<file path="src/rtl/mult4_axi_lite_master_if.sv">
// Job command/response port plus AXI4-Lite master channels of the mult4 job initiator.
// The master modport is the initiator's side; slave is the job source plus register slave.
interface mult4_axi_lite_master_if;
   logic        cmd_valid;
   logic        cmd_ready;
   logic [3:0]  cmd_a;
   logic [3:0]  cmd_b;
   logic        rsp_valid;
   logic        rsp_ready;
   logic [7:0]  rsp_result;
   logic        rsp_error;
   logic [31:0] AWADDR;
   logic [2:0]  AWPROT;
   logic        AWVALID;
   logic        AWREADY;
   logic [31:0] WDATA;
   logic [3:0]  WSTRB;
   logic        WVALID;
   logic        WREADY;
   logic [1:0]  BRESP;
   logic        BVALID;
   logic        BREADY;
   logic [31:0] ARADDR;
   logic [2:0]  ARPROT;
   logic        ARVALID;
   logic        ARREADY;
   logic [31:0] RDATA;
   logic [1:0]  RRESP;
   logic        RVALID;
   logic        RREADY;

   modport master (
      input  cmd_valid, cmd_a, cmd_b, rsp_ready,
      output cmd_ready, rsp_valid, rsp_result, rsp_error,
      output AWADDR, AWPROT, AWVALID, input AWREADY,
      output WDATA, WSTRB, WVALID, input WREADY,
      input  BRESP, BVALID, output BREADY,
      output ARADDR, ARPROT, ARVALID, input ARREADY,
      input  RDATA, RRESP, RVALID, output RREADY
   );

   modport slave (
      output cmd_valid, cmd_a, cmd_b, rsp_ready,
      input  cmd_ready, rsp_valid, rsp_result, rsp_error,
      input  AWADDR, AWPROT, AWVALID, output AWREADY,
      input  WDATA, WSTRB, WVALID, output WREADY,
      output BRESP, BVALID, input BREADY,
      input  ARADDR, ARPROT, ARVALID, output ARREADY,
      output RDATA, RRESP, RVALID, input RREADY
   );
endinterface

</file>
<file path="src/rtl/mult4_axi_lite_master.sv">
// AXI4-Lite initiator running one multiply job on the memristor multiplier register slave:
// write operands, start, poll done, read result, clear start, then report on the rsp port.
module mult4_axi_lite_master #(
   parameter logic [31:0] BASE_ADDR  = 32'h0000_0000,
   parameter int          POLL_LIMIT = 16
) (
   input logic                     ACLK,
   input logic                     ARESETn,
   mult4_axi_lite_master_if.master bus
);
   localparam int PW = $clog2(POLL_LIMIT + 1);
   localparam logic [31:0] OFS_CONTROL = 32'h00;
   localparam logic [31:0] OFS_STATUS  = 32'h04;
   localparam logic [31:0] OFS_MPR     = 32'h08;
   localparam logic [31:0] OFS_MCD     = 32'h0C;
   localparam logic [31:0] OFS_RESULT  = 32'h10;

   typedef enum logic [2:0] {
      S_IDLE, S_WR_MPR, S_WR_MCD, S_WR_START, S_POLL, S_RD_RES, S_WR_CLR, S_RESP
   } state_t;

   state_t        r_state, w_nxt;
   logic          r_cmd_ready, r_rsp_valid, r_rsp_error;
   logic [7:0]    r_rsp_result;
   logic [3:0]    r_b;
   logic          r_awvalid, r_wvalid, r_bready, r_arvalid, r_rready;
   logic [31:0]   r_awaddr, r_wdata, r_araddr;
   logic [PW-1:0] r_poll_cnt;

   logic          w_cmd_fire, w_rsp_fire, w_b_fire, w_r_fire, w_bad, w_timeout;
   logic          w_launch, w_nxt_wr, w_nxt_rd;
   logic [PW-1:0] w_poll_inc;
   logic [31:0]   w_addr, w_wdata;

   always_comb begin
      w_cmd_fire = bus.cmd_valid && r_cmd_ready;
      w_rsp_fire = r_rsp_valid && bus.rsp_ready;
      w_b_fire   = r_bready && bus.BVALID;
      w_r_fire   = r_rready && bus.RVALID;
      w_bad      = (w_b_fire && (bus.BRESP != 2'b00)) || (w_r_fire && (bus.RRESP != 2'b00));
      w_poll_inc = r_poll_cnt + PW'(1);
      w_timeout  = 1'b0;
      w_nxt      = r_state;
      case (r_state)
         S_IDLE:     if (w_cmd_fire) w_nxt = S_WR_MPR;
         S_WR_MPR:   if (w_b_fire) w_nxt = w_bad ? S_WR_CLR : S_WR_MCD;
         S_WR_MCD:   if (w_b_fire) w_nxt = w_bad ? S_WR_CLR : S_WR_START;
         S_WR_START: if (w_b_fire) w_nxt = w_bad ? S_WR_CLR : S_POLL;
         S_POLL: if (w_r_fire) begin
            if (w_bad)                                 w_nxt = S_WR_CLR;
            else if (bus.RDATA[0])                     w_nxt = S_RD_RES;
            else if (w_poll_inc >= PW'(POLL_LIMIT)) begin
               w_nxt     = S_WR_CLR;
               w_timeout = 1'b1;
            end
         end
         S_RD_RES:   if (w_r_fire) w_nxt = S_WR_CLR;
         S_WR_CLR:   if (w_b_fire) w_nxt = S_RESP;
         S_RESP:     if (w_rsp_fire) w_nxt = S_IDLE;
         default:    w_nxt = S_IDLE;
      endcase
      // A new transfer is only ever issued on the edge that completes the previous one.
      w_launch = w_cmd_fire || w_b_fire || w_r_fire;
      w_nxt_wr = w_nxt inside {S_WR_MPR, S_WR_MCD, S_WR_START, S_WR_CLR};
      w_nxt_rd = w_nxt inside {S_POLL, S_RD_RES};
      case (w_nxt)
         S_WR_MPR: w_addr = BASE_ADDR + OFS_MPR;
         S_WR_MCD: w_addr = BASE_ADDR + OFS_MCD;
         S_POLL:   w_addr = BASE_ADDR + OFS_STATUS;
         S_RD_RES: w_addr = BASE_ADDR + OFS_RESULT;
         default:  w_addr = BASE_ADDR + OFS_CONTROL;
      endcase
      // The multiplier write launches on the accept edge, before r_ operands exist.
      case (w_nxt)
         S_WR_MPR:   w_wdata = {28'h0, bus.cmd_a};
         S_WR_MCD:   w_wdata = {28'h0, r_b};
         S_WR_START: w_wdata = 32'h1;
         default:    w_wdata = 32'h0;
      endcase
   end

   always_ff @(posedge ACLK or negedge ARESETn) begin
      if (!ARESETn) begin
         r_state      <= S_IDLE;
         r_cmd_ready  <= 1'b1;
         r_rsp_valid  <= 1'b0;
         r_rsp_error  <= 1'b0;
         r_rsp_result <= 8'h00;
         r_b          <= 4'h0;
         r_awvalid    <= 1'b0;
         r_wvalid     <= 1'b0;
         r_bready     <= 1'b0;
         r_arvalid    <= 1'b0;
         r_rready     <= 1'b0;
         r_awaddr     <= 32'h0;
         r_wdata      <= 32'h0;
         r_araddr     <= 32'h0;
         r_poll_cnt   <= '0;
      end else begin
         r_state <= w_nxt;
         if (w_cmd_fire) begin
            r_cmd_ready  <= 1'b0;
            r_b          <= bus.cmd_b;
            r_rsp_result <= 8'h00;
         end
         if (r_awvalid && bus.AWREADY) r_awvalid <= 1'b0;
         if (r_wvalid && bus.WREADY)   r_wvalid  <= 1'b0;
         if ((r_awvalid || r_wvalid) && !(r_awvalid && !bus.AWREADY) && !(r_wvalid && !bus.WREADY))
            r_bready <= 1'b1;
         if (w_b_fire) r_bready <= 1'b0;
         if (r_arvalid && bus.ARREADY) begin
            r_arvalid <= 1'b0;
            r_rready  <= 1'b1;
         end
         if (w_r_fire) r_rready <= 1'b0;
         if (w_launch && w_nxt_wr) begin
            r_awvalid <= 1'b1;
            r_wvalid  <= 1'b1;
            r_awaddr  <= w_addr;
            r_wdata   <= w_wdata;
         end
         if (w_launch && w_nxt_rd) begin
            r_arvalid <= 1'b1;
            r_araddr  <= w_addr;
         end
         if (r_state == S_POLL && w_r_fire) r_poll_cnt <= w_poll_inc;
         if (r_state == S_RD_RES && w_r_fire && !w_bad) r_rsp_result <= bus.RDATA[7:0];
         // Error is sticky for the job and forces a zero result, even after a good RESULT read.
         if (w_bad || w_timeout) begin
            r_rsp_error  <= 1'b1;
            r_rsp_result <= 8'h00;
         end
         if (r_state == S_WR_CLR && w_b_fire) r_rsp_valid <= 1'b1;
         if (w_rsp_fire) begin
            r_rsp_valid <= 1'b0;
            r_rsp_error <= 1'b0;
            r_poll_cnt  <= '0;
            r_cmd_ready <= 1'b1;
         end
      end
   end

   assign bus.cmd_ready  = r_cmd_ready;
   assign bus.rsp_valid  = r_rsp_valid;
   assign bus.rsp_result = r_rsp_result;
   assign bus.rsp_error  = r_rsp_error;
   assign bus.AWADDR     = r_awaddr;
   assign bus.AWPROT     = 3'b000;
   assign bus.AWVALID    = r_awvalid;
   assign bus.WDATA      = r_wdata;
   assign bus.WSTRB      = 4'hF;
   assign bus.WVALID     = r_wvalid;
   assign bus.BREADY     = r_bready;
   assign bus.ARADDR     = r_araddr;
   assign bus.ARPROT     = 3'b000;
   assign bus.ARVALID    = r_arvalid;
   assign bus.RREADY     = r_rready;
endmodule

</file>
<file path="src/flat_wrapper.sv">
// flat-port wrapper written by rule: the top's interface ports become plain ports
module mult4_axi_lite_master_flat 
#(
   parameter logic [31:0] BASE_ADDR  = 32'h0000_0000,
   parameter int          POLL_LIMIT = 16
)
  (ACLK, ARESETn, bus_cmd_valid, bus_cmd_a, bus_cmd_b, bus_rsp_ready, bus_cmd_ready, bus_rsp_valid, bus_rsp_result, bus_rsp_error, bus_AWADDR, bus_AWPROT, bus_AWVALID, bus_AWREADY, bus_WDATA, bus_WSTRB, bus_WVALID, bus_WREADY, bus_BRESP, bus_BVALID, bus_BREADY, bus_ARADDR, bus_ARPROT, bus_ARVALID, bus_ARREADY, bus_RDATA, bus_RRESP, bus_RVALID, bus_RREADY);
  mult4_axi_lite_master_if bus_i ();
  input logic ACLK;
  input logic ARESETn;
  input wire logic [$bits(bus_i.cmd_valid)-1:0] bus_cmd_valid;
  input wire logic [$bits(bus_i.cmd_a)-1:0] bus_cmd_a;
  input wire logic [$bits(bus_i.cmd_b)-1:0] bus_cmd_b;
  input wire logic [$bits(bus_i.rsp_ready)-1:0] bus_rsp_ready;
  output wire logic [$bits(bus_i.cmd_ready)-1:0] bus_cmd_ready;
  output wire logic [$bits(bus_i.rsp_valid)-1:0] bus_rsp_valid;
  output wire logic [$bits(bus_i.rsp_result)-1:0] bus_rsp_result;
  output wire logic [$bits(bus_i.rsp_error)-1:0] bus_rsp_error;
  output wire logic [$bits(bus_i.AWADDR)-1:0] bus_AWADDR;
  output wire logic [$bits(bus_i.AWPROT)-1:0] bus_AWPROT;
  output wire logic [$bits(bus_i.AWVALID)-1:0] bus_AWVALID;
  input wire logic [$bits(bus_i.AWREADY)-1:0] bus_AWREADY;
  output wire logic [$bits(bus_i.WDATA)-1:0] bus_WDATA;
  output wire logic [$bits(bus_i.WSTRB)-1:0] bus_WSTRB;
  output wire logic [$bits(bus_i.WVALID)-1:0] bus_WVALID;
  input wire logic [$bits(bus_i.WREADY)-1:0] bus_WREADY;
  input wire logic [$bits(bus_i.BRESP)-1:0] bus_BRESP;
  input wire logic [$bits(bus_i.BVALID)-1:0] bus_BVALID;
  output wire logic [$bits(bus_i.BREADY)-1:0] bus_BREADY;
  output wire logic [$bits(bus_i.ARADDR)-1:0] bus_ARADDR;
  output wire logic [$bits(bus_i.ARPROT)-1:0] bus_ARPROT;
  output wire logic [$bits(bus_i.ARVALID)-1:0] bus_ARVALID;
  input wire logic [$bits(bus_i.ARREADY)-1:0] bus_ARREADY;
  input wire logic [$bits(bus_i.RDATA)-1:0] bus_RDATA;
  input wire logic [$bits(bus_i.RRESP)-1:0] bus_RRESP;
  input wire logic [$bits(bus_i.RVALID)-1:0] bus_RVALID;
  output wire logic [$bits(bus_i.RREADY)-1:0] bus_RREADY;
  assign bus_i.cmd_valid = bus_cmd_valid;
  assign bus_i.cmd_a = bus_cmd_a;
  assign bus_i.cmd_b = bus_cmd_b;
  assign bus_i.rsp_ready = bus_rsp_ready;
  assign bus_cmd_ready = bus_i.cmd_ready;
  assign bus_rsp_valid = bus_i.rsp_valid;
  assign bus_rsp_result = bus_i.rsp_result;
  assign bus_rsp_error = bus_i.rsp_error;
  assign bus_AWADDR = bus_i.AWADDR;
  assign bus_AWPROT = bus_i.AWPROT;
  assign bus_AWVALID = bus_i.AWVALID;
  assign bus_i.AWREADY = bus_AWREADY;
  assign bus_WDATA = bus_i.WDATA;
  assign bus_WSTRB = bus_i.WSTRB;
  assign bus_WVALID = bus_i.WVALID;
  assign bus_i.WREADY = bus_WREADY;
  assign bus_i.BRESP = bus_BRESP;
  assign bus_i.BVALID = bus_BVALID;
  assign bus_BREADY = bus_i.BREADY;
  assign bus_ARADDR = bus_i.ARADDR;
  assign bus_ARPROT = bus_i.ARPROT;
  assign bus_ARVALID = bus_i.ARVALID;
  assign bus_i.ARREADY = bus_ARREADY;
  assign bus_i.RDATA = bus_RDATA;
  assign bus_i.RRESP = bus_RRESP;
  assign bus_i.RVALID = bus_RVALID;
  assign bus_RREADY = bus_i.RREADY;
  mult4_axi_lite_master #(.BASE_ADDR(BASE_ADDR), .POLL_LIMIT(POLL_LIMIT)) u_core (.ACLK(ACLK), .ARESETn(ARESETn), .bus(bus_i));
endmodule
</file>
<file path="config.mk">
export PLATFORM = sky130hd
export DESIGN_NAME = mult4_axi_lite_master_flat
export DESIGN_NICKNAME = d
export VERILOG_FILES = /design/src/rtl/mult4_axi_lite_master_if.sv /design/src/rtl/mult4_axi_lite_master.sv /design/src/flat_wrapper.sv
export SDC_FILE = /design/constraint.sdc
export NUM_CORES = 1
export LEC_CHECK = 0
export CAP_MARGIN = 20
export CORE_MARGIN = 8
export CORE_UTILIZATION = 25
export CTS_BUF_LIST = sky130_fd_sc_hd__clkbuf_2
export CTS_CLUSTER_SIZE = 24
export DETAILED_ROUTE_END_ITERATION = 16
export PLACE_DENSITY = 0.56
export SYNTH_ARGS = -nofsm -noshare
export SYNTH_HDL_FRONTEND = slang
export SYNTH_SLANG_ARGS = --single-unit
</file>
<file path="constraint.sdc">
create_clock -name ACLK -period 2.5 [get_ports ACLK]
set_clock_uncertainty 0.1 [all_clocks]
set_input_delay 0.375 -clock ACLK [delete_from_list [all_inputs] [get_ports ACLK]]
set_output_delay 0.375 -clock ACLK [all_outputs]
set_load 0.01 [all_outputs]
</file>
==> flow_metrics.tcl <==
set metrics [dict create \
    synthMuxAreaShare 0.0453 \
    place.port_buffers 54 \
    vias 1738 \
    placed_area_um2 2990 \
    die_h_um 117 \
    synth_xor_xnor_area_share 0.0138 \
    start_util 0.259 \
    wl_per_cell_um 12.5 \
    place_congestion 0.749 \
    synth_top_area_frac 0.365 \
    ys_ff_latch 38 \
    cts.sinks 38 \
    leakage_nw 1.54 \
    setup_viol 0 \
    fin_cells 467 \
    power_frac_clock 0.263 \
    pwr-share-seq 0.598 \
    crit_path_start_kind "flip-flop" \
    hold_path_class "flip-flop to flip-flop" \
    cp_cell_sequence "ha_1 -> nand3_2 -> mux2_4 -> o31a_1 -> o22ai_4 -> nor3b_2 -> a22o_1 -> a21o_1" \
    finalInstanceArea_um2 3040 \
    worst_slew_pin_slew_ns 0.864 \
    timing.slew.headroom 0.424 \
    synth-seq-area-share 0.375 \
    grt_overflow 0 \
    n_fill_cell 1068 \
    cp.buffers_inverters 0 \
    finalPower_w 0.00104 \
    layout.nets 387 \
    syn_avg_cell_area_um2 9.77 \
    drv_cap 0 \
    n_antenna_cell 0 \
    drive_gt1_frac 0.138 \
    grt_usage 0.0775 \
    synth_area_leader_cell "dfrtp_1" \
    cp_slowest_stage_delay_ns 0.45 \
    pre_cts_ws_ns -0.0421 \
    critical_path_class "flip-flop to flip-flop" \
    hold_viol_final 0 \
    synth_fa_ha_area_frac 0.00493 \
    p_int_w 0.000734 \
    status "finished clean" \
    htree_levels 2 \
    grt_pass1_vias 1671 \
    syn_to_final_growth_pct 19.5 \
    placed_cells 458 \
    postLayoutSetupSlackWorst_ns 0.170 \
    crit_slowest_cell "dfrtp_1" \
    power.density_nw_per_um2 342 \
    cp.required_ns 2.70 \
    drt-total-wl_um 5820 \
    synth_compound_area_frac 0.133 \
    multi_input_area_um2 1160 \
    regArea_um2 952 \
    timing.fmax_ghz 0.429 \
    synthCells 260 \
    drt_iter0_drc 60 \
    fp.dieW_um 117 \
    cp_data_arrival_time_ns 2.53 \
    antenna_found_initial 0 \
    synthDistinctLibCells 50 \
    grt_max_degree 39 \
    synth_top_family_by_area "buffers and inverters" \
    avgViaCountPerCell 3.72 \
    synth_area_leaders "dfrtp_1 36%, buf_4 28%, a22o_1 4.1%" \
    ys.flop_type "dfrtp_1" \
    synthSimpleGateAreaFrac 0.118 \
    finalSetupTns_ns 0 \
    postRouteAntennaNets 0 \
    crit_fanout 6 \
    rrSetupSlack_ns 0.17 \
    core-area_um2 9820 \
    vdd_drop_max_mv 0.201 \
    power_switching_share 0.292 \
    grt_first_pass_wirelength_um 8250 \
    cp-end-kind "flip-flop" \
    period_needed_ns 2.33 \
    slew_viol_final 0 \
    post-route-drc-count 0 \
    ios 175 \
    crit_family "compound AO/OA/AOI/OAI gates" \
    cts.clk_slew.worst_paths_ns 0.19 \
    net-switching-power_w 0.000303 \
    cts_buffer_depth 2 \
    combPwrFrac 0.139 \
    dr.pass1.iters 4 \
    rows 36 \
    fp.dieArea_um2 13600 \
    clk_latency_ns 0.38 \
    async_flop_share 1.00 \
    syn-cell-area_um2 2540 \
    fin_crit_sh 0.932 \
    root_buffer "clkbuf_2" \
    cts_setup_buffers 0 \
    synth_edf_count 0 \
    ys_warn_count 0 \
    hpwl_um 4760 \
    rsz0062_at_grt "no" \
    numCtsBuffers 5 \
    tritoncts "done" \
]
==> cell usage after synthesis (3+ instances only) <==
cell type  number
mux2_2          4
nand3_1         3
a21o_1          4
and2_1          4
dfrtp_1        37
o21ai_0         4
nand2_1        13
inv_1           5
nand2b_1        3
nor2_1         18
a22o_1         12
a21oi_1         5
clkbuf_1        3
buf_2           3
buf_4          96
mux2i_1         4
==> power by group through the flow <==
| stage | clock (W) | sequential, W | combinational, W |
|---|---|---|---|
| after floorplan | 0 | 0.000632 | 0.000180 |
| after global placement | 0 | 0.000630 | 0.000137 |
| after detailed placement | 0 | 0.000631 | 0.000138 |
| after CTS | 0.000293 | 0.000620 | 0.000139 |
| after global routing | 0.000319 | 0.000621 | 0.000161 |
| final | 0.000273 | 0.000620 | 0.000144 |
==> stage by stage <==
step,util,hold WS [ns]
6_report,0.309,0.409
4_1_cts,0.309,0.415
3_3_place_gp,0.304,0.370
3_5_place_dp,0.304,0.370
2_1_floorplan,-,-0.0206
5_1_grt,0.309,0.423
==> layer usage <==
layer  global-route usage  up-vias  wire length, µm
met5                    0        -                0
met4               0.0307        0               81
met3               0.0277        8              817
met2                0.133       91             2860
met1               0.0857      822             2060
li1                     -      817                -
==> sequential cells by signal (all words and copies together), names as in the netlist <==
signal and count:
u_core.bus.AWVALID 1, u_core.r_b 4, u_core.bus.rsp_error 1, u_core.bus.RREADY 1, u_core.bus.BREADY 1, u_core.bus.rsp_valid 1
u_core.bus.rsp_result 8, u_core.r_state 3, u_core.bus.ARVALID 1, u_core.bus.WDATA 4, u_core.bus.WVALID 1, u_core.bus.AWADDR 3
u_core.r_poll_cnt 5, u_core.bus.ARADDR 3, u_core.bus.cmd_ready 1
==> path summary, 6_finish.rpt <==
| path | from | end | cells past startpoint |
|---|---|---|---|
| max in group asynchronous | ARESETn | u_core.bus.WDATA[3]$_DFFE_PN0P_ | 2 |
| min reg2reg | u_core.bus.WDATA[2]$_DFFE_PN0P_ | u_core.bus.WDATA[2]$_DFFE_PN0P_ | 1 |
| min in group asynchronous | ARESETn | u_core.bus.AWADDR[4]$_DFFE_PN0P_ | 2 |
| max | u_core.r_poll_cnt[0]$_DFFE_PN0P_ | u_core.bus.WDATA[1]$_DFFE_PN0P_ | 8 |
| max reg2reg | u_core.r_poll_cnt[0]$_DFFE_PN0P_ | u_core.bus.WDATA[1]$_DFFE_PN0P_ | 8 |
| min | u_core.bus.WDATA[2]$_DFFE_PN0P_ | u_core.bus.WDATA[2]$_DFFE_PN0P_ | 1 |
==> kinds of logic after synthesis <==
| group | count (synthesis) |
|---|---|
| AOI/OAI and AO/OA | 40 |
| xor gates and xnor gates | 4 |
| adders and majority gates | 1 |
| buffers and inverters | 109 |
| DFF | 38 |
| muxes | 10 |
| other | 2 |
| and+or+nand+nor | 56 |
==> timing repair <==
action | 4_1_cts | 5_1_grt
endpoints found under the hold margin | 37 | 0
resized for setup | 0 | 0
hold buffers | 1 | 0
==> final cells by class <==
class                   instances  share of cell area
clock buffers                   6             0.00989
multi-input cells             207               0.382
well taps                     133              0.0548
repair buffers                 75               0.229
inverters                       6             0.00742
clock inverters                 2             0.00289
flip-flops and latches         38               0.314
==> cell usage in the layout, fill, tap and decap left out, types with 2 or more instances in the layout <==
cell | Yosys | final
and2_1 | 4 | 4
a21o_1 | 4 | 4
a21oi_1 | 5 | 5
o211ai_1 | 2 | 2
mux2_4 | 2 | 2
nand3_2 | 2 | 2
mux2_2 | 4 | 4
a22o_1 | 12 | 12
nor2_1 | 18 | 18
xor2_1 | 2 | 2
o21ai_0 | 4 | 4
inv_1 | 5 | 5
xnor2_1 | 2 | 2
nor2b_1 | 2 | 2
buf_4 | 96 | 20
clkbuf_2 | 0 | 6
nand2b_1 | 3 | 3
nand2_1 | 13 | 13
nor3_1 | 2 | 2
conb_1 | 2 | 96
nand3_1 | 3 | 3
clkdlybuf4s50_1 | 0 | 53
dfrtp_1 | 37 | 37
mux2i_1 | 4 | 4
Power figures use the tool's default switching activity.
